### src/rtl/vga_pkg.sv
// Shared timing constants and swap FSM encoding for the frame-buffer arbiter.
package vga_pkg;
    localparam int HPIXELS = 800;
    localparam int VLINES  = 521;

    localparam logic [9:0] V_ACT_FIRST = 10'd37;
    localparam logic [9:0] V_ACT_LAST  = 10'd515;
    localparam logic [9:0] H_ACT_FIRST = 10'd152;
    localparam logic [9:0] H_ACT_LAST  = 10'd790;
    // First scan read of a line; each read leads its pixels by 4 cycles.
    localparam logic [9:0] SLOT_BASE   = 10'd148;

    localparam logic [1:0] SWAP_IDLE    = 2'd0;
    localparam logic [1:0] SWAP_PENDING = 2'd1;
    localparam logic [1:0] SWAP_ACK     = 2'd2;
endpackage

### src/rtl/vga_fb_arbiter_if.sv
// Writer handshake bundle: the writer is master, the arbiter is slave.
interface vga_fb_arbiter_if #(
    parameter int ADDR_W = 17
);
    logic              wr_valid;
    logic              wr_ready;
    logic [ADDR_W-1:0] wr_addr;
    logic [31:0]       wr_data;
    logic              wr_err;

    modport master (output wr_valid, output wr_addr, output wr_data,
                    input wr_ready, input wr_err);
    modport slave  (input wr_valid, input wr_addr, input wr_data,
                    output wr_ready, output wr_err);
endinterface

### src/rtl/fb_pixel_shifter.sv
// Prefetch register and 4-byte pixel shifter; blanks pix_out outside the active window.
module fb_pixel_shifter #(
    parameter logic [9:0] SLOT_LAST = 10'd784
) (
    input  logic        clk,
    input  logic        reset,
    input  logic [9:0]  hc,
    input  logic [9:0]  vc,
    input  logic [31:0] ram_rdata,
    output logic [7:0]  pix_out
);
    import vga_pkg::*;

    localparam logic [9:0] CAP_FIRST  = SLOT_BASE + 10'd1;
    localparam logic [9:0] CAP_LAST   = SLOT_LAST + 10'd1;
    localparam logic [9:0] LOAD_FIRST = SLOT_BASE + 10'd3;
    localparam logic [9:0] LOAD_LAST  = SLOT_LAST + 10'd3;

    logic [31:0] prefetch_reg;
    logic [31:0] shift_reg;
    logic [7:0]  pix_reg;
    logic [9:0]  hc_next;
    logic        capture;
    logic        load;
    logic        visible;

    assign hc_next = hc + 10'd1;
    assign capture = (hc >= CAP_FIRST) && (hc <= CAP_LAST) && (hc[1:0] == CAP_FIRST[1:0]);
    assign load    = (hc >= LOAD_FIRST) && (hc <= LOAD_LAST) && (hc[1:0] == LOAD_FIRST[1:0]);
    // Blanking looks at the position being entered, since pix_out is registered.
    assign visible = (vc >= V_ACT_FIRST) && (vc <= V_ACT_LAST)
                  && (hc_next >= H_ACT_FIRST) && (hc_next <= H_ACT_LAST);

    always_ff @(posedge clk) begin
        if (!reset) begin
            prefetch_reg <= '0;
            shift_reg    <= '0;
            pix_reg      <= '0;
        end else begin
            if (capture)
                prefetch_reg <= ram_rdata;
            if (load)
                shift_reg <= {8'h00, prefetch_reg[31:8]};
            else
                shift_reg <= {8'h00, shift_reg[31:8]};
            if (!visible)
                pix_reg <= '0;
            else if (load)
                pix_reg <= prefetch_reg[7:0];
            else
                pix_reg <= shift_reg[7:0];
        end
    end

    assign pix_out = pix_reg;
endmodule

### src/rtl/vga_fb_arbiter.sv
// Frame-buffer RAM arbiter: fixed scan-out read slots, writer gets the rest,
// front/back buffer swap at frame end on request.
module vga_fb_arbiter #(
    parameter int HPIXELS        = vga_pkg::HPIXELS,
    parameter int VLINES         = vga_pkg::VLINES,
    parameter int WORDS_PER_LINE = 160,
    parameter int FB_WORDS       = 76800,
    parameter int ADDR_W         = 17
) (
    input  logic                clk,
    input  logic                reset,
    input  logic [9:0]          hc,
    input  logic [9:0]          vc,
    vga_fb_arbiter_if.slave     wr,
    input  logic                swap_req,
    output logic                swap_ack,
    output logic                front_sel,
    output logic                ram_en,
    output logic                ram_we,
    output logic [ADDR_W:0]     ram_addr,
    output logic [31:0]         ram_wdata,
    input  logic [31:0]         ram_rdata,
    output logic [7:0]          pix_out
);
    import vga_pkg::SLOT_BASE;
    import vga_pkg::V_ACT_FIRST;
    import vga_pkg::V_ACT_LAST;
    import vga_pkg::SWAP_IDLE;
    import vga_pkg::SWAP_PENDING;
    import vga_pkg::SWAP_ACK;

    localparam logic [9:0]      H_LAST    = 10'(HPIXELS - 1);
    localparam logic [9:0]      V_LAST    = 10'(VLINES - 1);
    localparam logic [9:0]      SLOT_LAST = SLOT_BASE + 10'(4 * (WORDS_PER_LINE - 1));
    localparam logic [ADDR_W-1:0] FB_LAST = ADDR_W'(FB_WORDS - 1);
    localparam logic [ADDR_W:0] FB_SIZE   = (ADDR_W + 1)'(FB_WORDS);

    logic [ADDR_W-1:0] scan_addr_reg;
    logic [1:0]        swap_state_reg, swap_state_next;
    logic              front_reg, front_next;
    logic              wr_err_reg;
    logic              active_line;
    logic              scan_slot;
    logic              accept;
    logic              in_range;
    logic              frame_end;

    assign active_line = (vc >= V_ACT_FIRST) && (vc <= V_ACT_LAST);
    assign scan_slot   = reset && active_line && (hc >= SLOT_BASE) && (hc <= SLOT_LAST)
                      && (hc[1:0] == SLOT_BASE[1:0]);
    assign wr.wr_ready = reset & ~scan_slot;
    assign accept      = wr.wr_valid & wr.wr_ready;
    assign in_range    = {1'b0, wr.wr_addr} < FB_SIZE;
    assign frame_end   = (hc == H_LAST) && (vc == V_LAST);

    always_comb begin
        ram_en    = 1'b0;
        ram_we    = 1'b0;
        ram_addr  = {~front_reg, wr.wr_addr};
        ram_wdata = wr.wr_data;
        if (scan_slot) begin
            ram_en   = 1'b1;
            ram_addr = {front_reg, scan_addr_reg};
        end else if (accept && in_range) begin
            ram_en = 1'b1;
            ram_we = 1'b1;
        end
    end

    always_ff @(posedge clk) begin
        if (!reset)
            scan_addr_reg <= '0;
        else if ((vc == '0) && (hc == '0))
            scan_addr_reg <= '0;
        else if (scan_slot && (scan_addr_reg != FB_LAST))
            scan_addr_reg <= scan_addr_reg + ADDR_W'(1);
    end

    // The toggle rides the PENDING->ACK transition so it lands exactly on the frame-end edge.
    always_comb begin
        swap_state_next = swap_state_reg;
        front_next      = front_reg;
        case (swap_state_reg)
            SWAP_IDLE:    if (swap_req) swap_state_next = SWAP_PENDING;
            SWAP_PENDING: if (frame_end) begin
                              swap_state_next = SWAP_ACK;
                              front_next      = ~front_reg;
                          end
            SWAP_ACK:     swap_state_next = SWAP_IDLE;
            default:      swap_state_next = SWAP_IDLE;
        endcase
    end

    always_ff @(posedge clk) begin
        if (!reset) begin
            swap_state_reg <= SWAP_IDLE;
            front_reg      <= 1'b0;
            wr_err_reg     <= 1'b0;
        end else begin
            swap_state_reg <= swap_state_next;
            front_reg      <= front_next;
            wr_err_reg     <= accept & ~in_range;
        end
    end

    assign swap_ack  = (swap_state_reg == SWAP_ACK);
    assign front_sel = front_reg;
    assign wr.wr_err = wr_err_reg;

    fb_pixel_shifter #(
        .SLOT_LAST (SLOT_LAST)
    ) u_shifter (
        .clk       (clk),
        .reset     (reset),
        .hc        (hc),
        .vc        (vc),
        .ram_rdata (ram_rdata),
        .pix_out   (pix_out)
    );
endmodule

### src/flat_wrapper.sv
// flat-port wrapper written by rule: the top's interface ports become plain ports
module vga_fb_arbiter_flat import vga_pkg::SLOT_BASE; import vga_pkg::V_ACT_FIRST; import vga_pkg::V_ACT_LAST; import vga_pkg::SWAP_IDLE; import vga_pkg::SWAP_PENDING; import vga_pkg::SWAP_ACK;
#(
    parameter int HPIXELS        = vga_pkg::HPIXELS,
    parameter int VLINES         = vga_pkg::VLINES,
    parameter int WORDS_PER_LINE = 160,
    parameter int FB_WORDS       = 76800,
    parameter int ADDR_W         = 17
)
  (clk, reset, hc, vc, swap_req, swap_ack, front_sel, ram_en, ram_we, ram_addr, ram_wdata, ram_rdata, pix_out, wr_wr_valid, wr_wr_addr, wr_wr_data, wr_wr_ready, wr_wr_err);
  vga_fb_arbiter_if #(.ADDR_W(ADDR_W)) wr_i ();
  input  logic clk;
  input  logic reset;
  input  logic [9:0] hc;
  input  logic [9:0] vc;
  input  logic swap_req;
  output logic swap_ack;
  output logic front_sel;
  output logic ram_en;
  output logic ram_we;
  output logic [ADDR_W:0] ram_addr;
  output logic [31:0] ram_wdata;
  input  logic [31:0] ram_rdata;
  output logic [7:0] pix_out;
  input wire logic [$bits(wr_i.wr_valid)-1:0] wr_wr_valid;
  input wire logic [$bits(wr_i.wr_addr)-1:0] wr_wr_addr;
  input wire logic [$bits(wr_i.wr_data)-1:0] wr_wr_data;
  output wire logic [$bits(wr_i.wr_ready)-1:0] wr_wr_ready;
  output wire logic [$bits(wr_i.wr_err)-1:0] wr_wr_err;
  assign wr_i.wr_valid = wr_wr_valid;
  assign wr_i.wr_addr = wr_wr_addr;
  assign wr_i.wr_data = wr_wr_data;
  assign wr_wr_ready = wr_i.wr_ready;
  assign wr_wr_err = wr_i.wr_err;
  vga_fb_arbiter #(.HPIXELS(HPIXELS), .VLINES(VLINES), .WORDS_PER_LINE(WORDS_PER_LINE), .FB_WORDS(FB_WORDS), .ADDR_W(ADDR_W)) u_core (.clk(clk), .reset(reset), .hc(hc), .vc(vc), .wr(wr_i), .swap_req(swap_req), .swap_ack(swap_ack), .front_sel(front_sel), .ram_en(ram_en), .ram_we(ram_we), .ram_addr(ram_addr), .ram_wdata(ram_wdata), .ram_rdata(ram_rdata), .pix_out(pix_out));
endmodule
### config.mk
export PLATFORM = sky130hd
export DESIGN_NAME = vga_fb_arbiter_flat
export DESIGN_NICKNAME = d
export VERILOG_FILES = /design/src/rtl/vga_pkg.sv /design/src/rtl/vga_fb_arbiter_if.sv /design/src/rtl/fb_pixel_shifter.sv /design/src/rtl/vga_fb_arbiter.sv /design/src/flat_wrapper.sv
export SDC_FILE = /design/constraint.sdc
export NUM_CORES = 1
export LEC_CHECK = 0
export BUFFER_PORTS_ARGS = -buffer_cell sky130_fd_sc_hd__buf_2
export CORE_UTILIZATION = 44
export DETAILED_ROUTE_END_ITERATION = 7
export PLACE_DENSITY_LB_ADDON = 0.25
export REMOVE_ABC_BUFFERS = 1
export SYNTH_ARGS = -nofsm -noshare
export SYNTH_HDL_FRONTEND = slang
export SYNTH_SLANG_ARGS = --single-unit
### constraint.sdc
create_clock -name clk -period 1.9 [get_ports clk]
set_clock_uncertainty 0.05 [all_clocks]
set_input_delay 0.19 -clock clk [delete_from_list [all_inputs] [get_ports clk]]
set_output_delay 0.19 -clock clk [all_outputs]
set_load 0.05 [all_outputs]
==> summary.md <==
| Metric | Value |
|---|---|
| Pwr Total | 3.610 mW |
| Antenna violation net count after detailed routing | 0 |
| CTS HTree Levels | 3 |
| Hold Path Sink | u_core.u_shifter.prefetch_reg[30] |
| Worst skew pair latency | 0.35 ns |
| Cells after Synth | 514 |
| # DRC | 0 |
| R2R Setup Slk | 0.04 ns |
| Largest net degree at the start of global routing | 53 |
| Hold Crit Class | input pin to flip-flop |
| Asr flop ratio synth | 0 |
| CP peak stage delay | 0.37 ns |
| Sequential share of the synthesized area | 0.4132 |
| Mapped Area | 4118 µm² |
| Clock slew at reported path FFs | 0.09 ns |
| RSZ-0062 raised after global routing | yes |
| Area grow syn2layout | 26.37% |
| DP Worst Slack | -0.1668 ns |
| Vias in the first global route | 3,541 |
| WL final | 11.70 mm |
| CP cell instances | buf_2, nor3_4, a21o_2, nand3_4, nor2_4, buf_12, mux2_2, buf_6 |
| Worst path arrival time | 1.62 ns |
| Final Hold Vio Count | 0 |
| Utilization after layout | 0.5853 |
| Num rows | 34 |
| F_max | 537.8 MHz |
| Total CTS buffers | 9 |
| Nets | 726 |
| Avg Cell Area, Syn | 8.011 µm² |
| Drt wl/cell | 16.03 µm |
| Setup ws final | 0.04043 ns |
| Gp weighted congestion | 0.8598 |
| Initial antenna violation count | 0 |
| CP max-delay cell | mux2_2 |
| HPWL after detailed placement | 8.258 mm |
| CP top delay family | buffers and inverters |
| Reg2reg path depth | 7 |
| Tmin final | 1.860 ns |
| Measured slew at the worst slew-check pin | 0.5582 ns |
| Drt initial violations | 202 |
| Primary FF master, synth | dfxtp_1 |
| Fin crit share | 0.9787 |
| Commonest non-fill, non-tap cell in the layout | nand2_1 |
| CP max FO | 19 |
| Cell chosen for the clock root | clkbuf_8 |
| Status | completed |
| Maximum vdd drop | 0.3266 mV |
| Max-cap violations | 0 |
| FF-to-FF End | u_core.scan_addr_reg[7] |
| Hold path depth | 3 |
| Fin area | 5204 µm² |
| Count of cell types in the netlist | 53 |
| CTS tree | built |
| ANT cells | 0 |
| Launch point of the worst reg-to-reg path | u_core.scan_addr_reg[16] |
| Starting Density | 0.4631 |
| Buffers & Inverters on Critical Path | 3 |
| I/O pin count | 169 |
| Die width | 98.74 µm |
| Die area | 9750 µm² |
| Layout cell share with drive strength beyond 1 | 0.3360 |
| CTS max path bufs | 2 |
| Slew HR | 0.6279 |
| Most frequent cells in the layout | nand2_1, dfxtp_1, buf_2 |
| Hold slack | 0.02103 ns |
| Die Ht | 98.74 µm |
| Seq cells post-synth | 85 |
| Setup violations, final | 0 |
| Placed cell area | 4811 µm² |
| First-pass GRT wire length | 18.44 mm |
| Vias per cell | 5.315 |
| Min-delay src | ram_rdata[30] |
| Crit end category | primary output |
| Crit start category | input pin |
| Max reg flops | 32 |
| Synth warn | 0 |
| Critical path required time | 1.66 ns |
| Total congestion overflow | 0 |
| Post-synth EDFFs | 0 |
| IO Port Bufs | 104 |
| DR pass1 iterations | 4 |
| LEAKAGE | 2.153 nW |
| Core Footprint | 8891 µm² |
| Gr usage total | 0.2419 |
| Kind of critical path | input pin to primary output |
| Max-slew violation count | 0 |
| Total number of vias | 3,880 |
| Clk sinks | 85 |
| Pwr Density | 693.8 nW/µm² |
-- metrics by stage --
step / setup TNS (ns) / std cells
after detailed placement: -2.724 / 713
final: 0 / 730
after floorplan: -14.99 / 454
after global routing: -0.5074 / 730
after global placement: -1.717 / 713
after CTS: 0 / 729
-- how the worst max path moves through the flow --
stage | slack, ns | to | from | cells past startpoint
6_report | 0.04 | ram_addr[12] | hc[6] | 8
3_3_place_gp | -0.11 | u_core.u_shifter.pix_out[0] | hc[0] | 8
5_1_grt | -0.07 | u_core.scan_addr_reg[7] | u_core.scan_addr_reg[16] | 7
3_5_place_dp | -0.17 | u_core.u_shifter.pix_out[3] | hc[0] | 7
2_1_floorplan | -0.77 | ram_addr[17] | reset | 5
4_1_cts | 0.0005 | ram_addr[15] | vc[8] | 8
-- tightest hold or removal path, cell delays in order --
cell     delay, ns
buf_2         0.10
nand2_1       0.04
a21oi_1       0.05
-- layer usage --
| layer | GRT usage | vias to the layer above | wire [µm] |
|---|---|---|---|
| li1 | - | 1922 | - |
| met1 | 0.3310 | 1801 | 5208 |
| met2 | 0.3497 | 143 | 5169 |
| met3 | 0.09220 | 12 | 1129 |
| met4 | 0.06429 | 2 | 147 |
| met5 | 0.06154 | - | 44 |
-- repair_timing --
item	4_1_cts	5_1_grt
pin swaps	0	1
hold buffers	0	0
resized for setup	22	36
setup buffers	0	1
endpoints found under the setup margin	18	33
-- kinds of logic (layout without fill, tap and decap cells) --
logic type | after synthesis | count (layout) | share of synthesized area
buf+inv | 70 | 178 | 0.1009
mux | 24 | 24 | 0.06381
compound gates | 80 | 80 | 0.1130
xor+xnor | 13 | 13 | 0.02765
flops | 85 | 85 | 0.4132
simple gates | 238 | 238 | 0.2692
fa+ha+maj | 4 | 4 | 0.01215
-- where the power goes --
group          switching (mW)  leakage [nW]  total (mW)  internal [mW]
Combinational           0.372          1.38       0.625          0.254
Sequential             0.0175         0.688        1.84           1.82
Clock                   0.662        0.0833        1.15          0.485
Total                    1.05          2.15        3.61           2.56
-- cell usage after synthesis, types with 2 or more instances --
cell | count | area (µm²)
a21o_1 | 2 | 15.01
a21oi_1 | 53 | 265.3
and2_1 | 3 | 18.77
and3_1 | 12 | 75.07
buf_2 | 5 | 25.02
buf_4 | 33 | 247.7
buf_6 | 3 | 33.78
clkbuf_1 | 19 | 71.32
dfxtp_1 | 85 | 1702
ha_1 | 4 | 50.05
inv_1 | 9 | 33.78
mux2_2 | 18 | 202.7
mux2i_1 | 6 | 60.06
nand2_1 | 114 | 427.9
nand3_1 | 15 | 75.07
nand3b_1 | 2 | 15.01
nand4_1 | 7 | 43.79
nor2_1 | 40 | 150.1
nor2b_1 | 2 | 12.51
nor3_1 | 18 | 90.09
nor3_2 | 4 | 40.04
nor4_1 | 9 | 56.30
o21ai_0 | 8 | 40.04
o21ai_1 | 2 | 10.01
xnor2_1 | 13 | 113.9
-- area by class of cell --
| type | instances | area, µm² |
|---|---|---|
| timing repair buffer | 152 | 1057 |
| tap | 108 | 135.1 |
| clock inverter | 6 | 46.29 |
| fill | 805 | 3687 |
| clock buffer | 10 | 127.6 |
| sequential | 85 | 1702 |
| inverter | 10 | 37.54 |
| multi-input combinational | 359 | 2098 |
(Power assumes the default switching activity.)
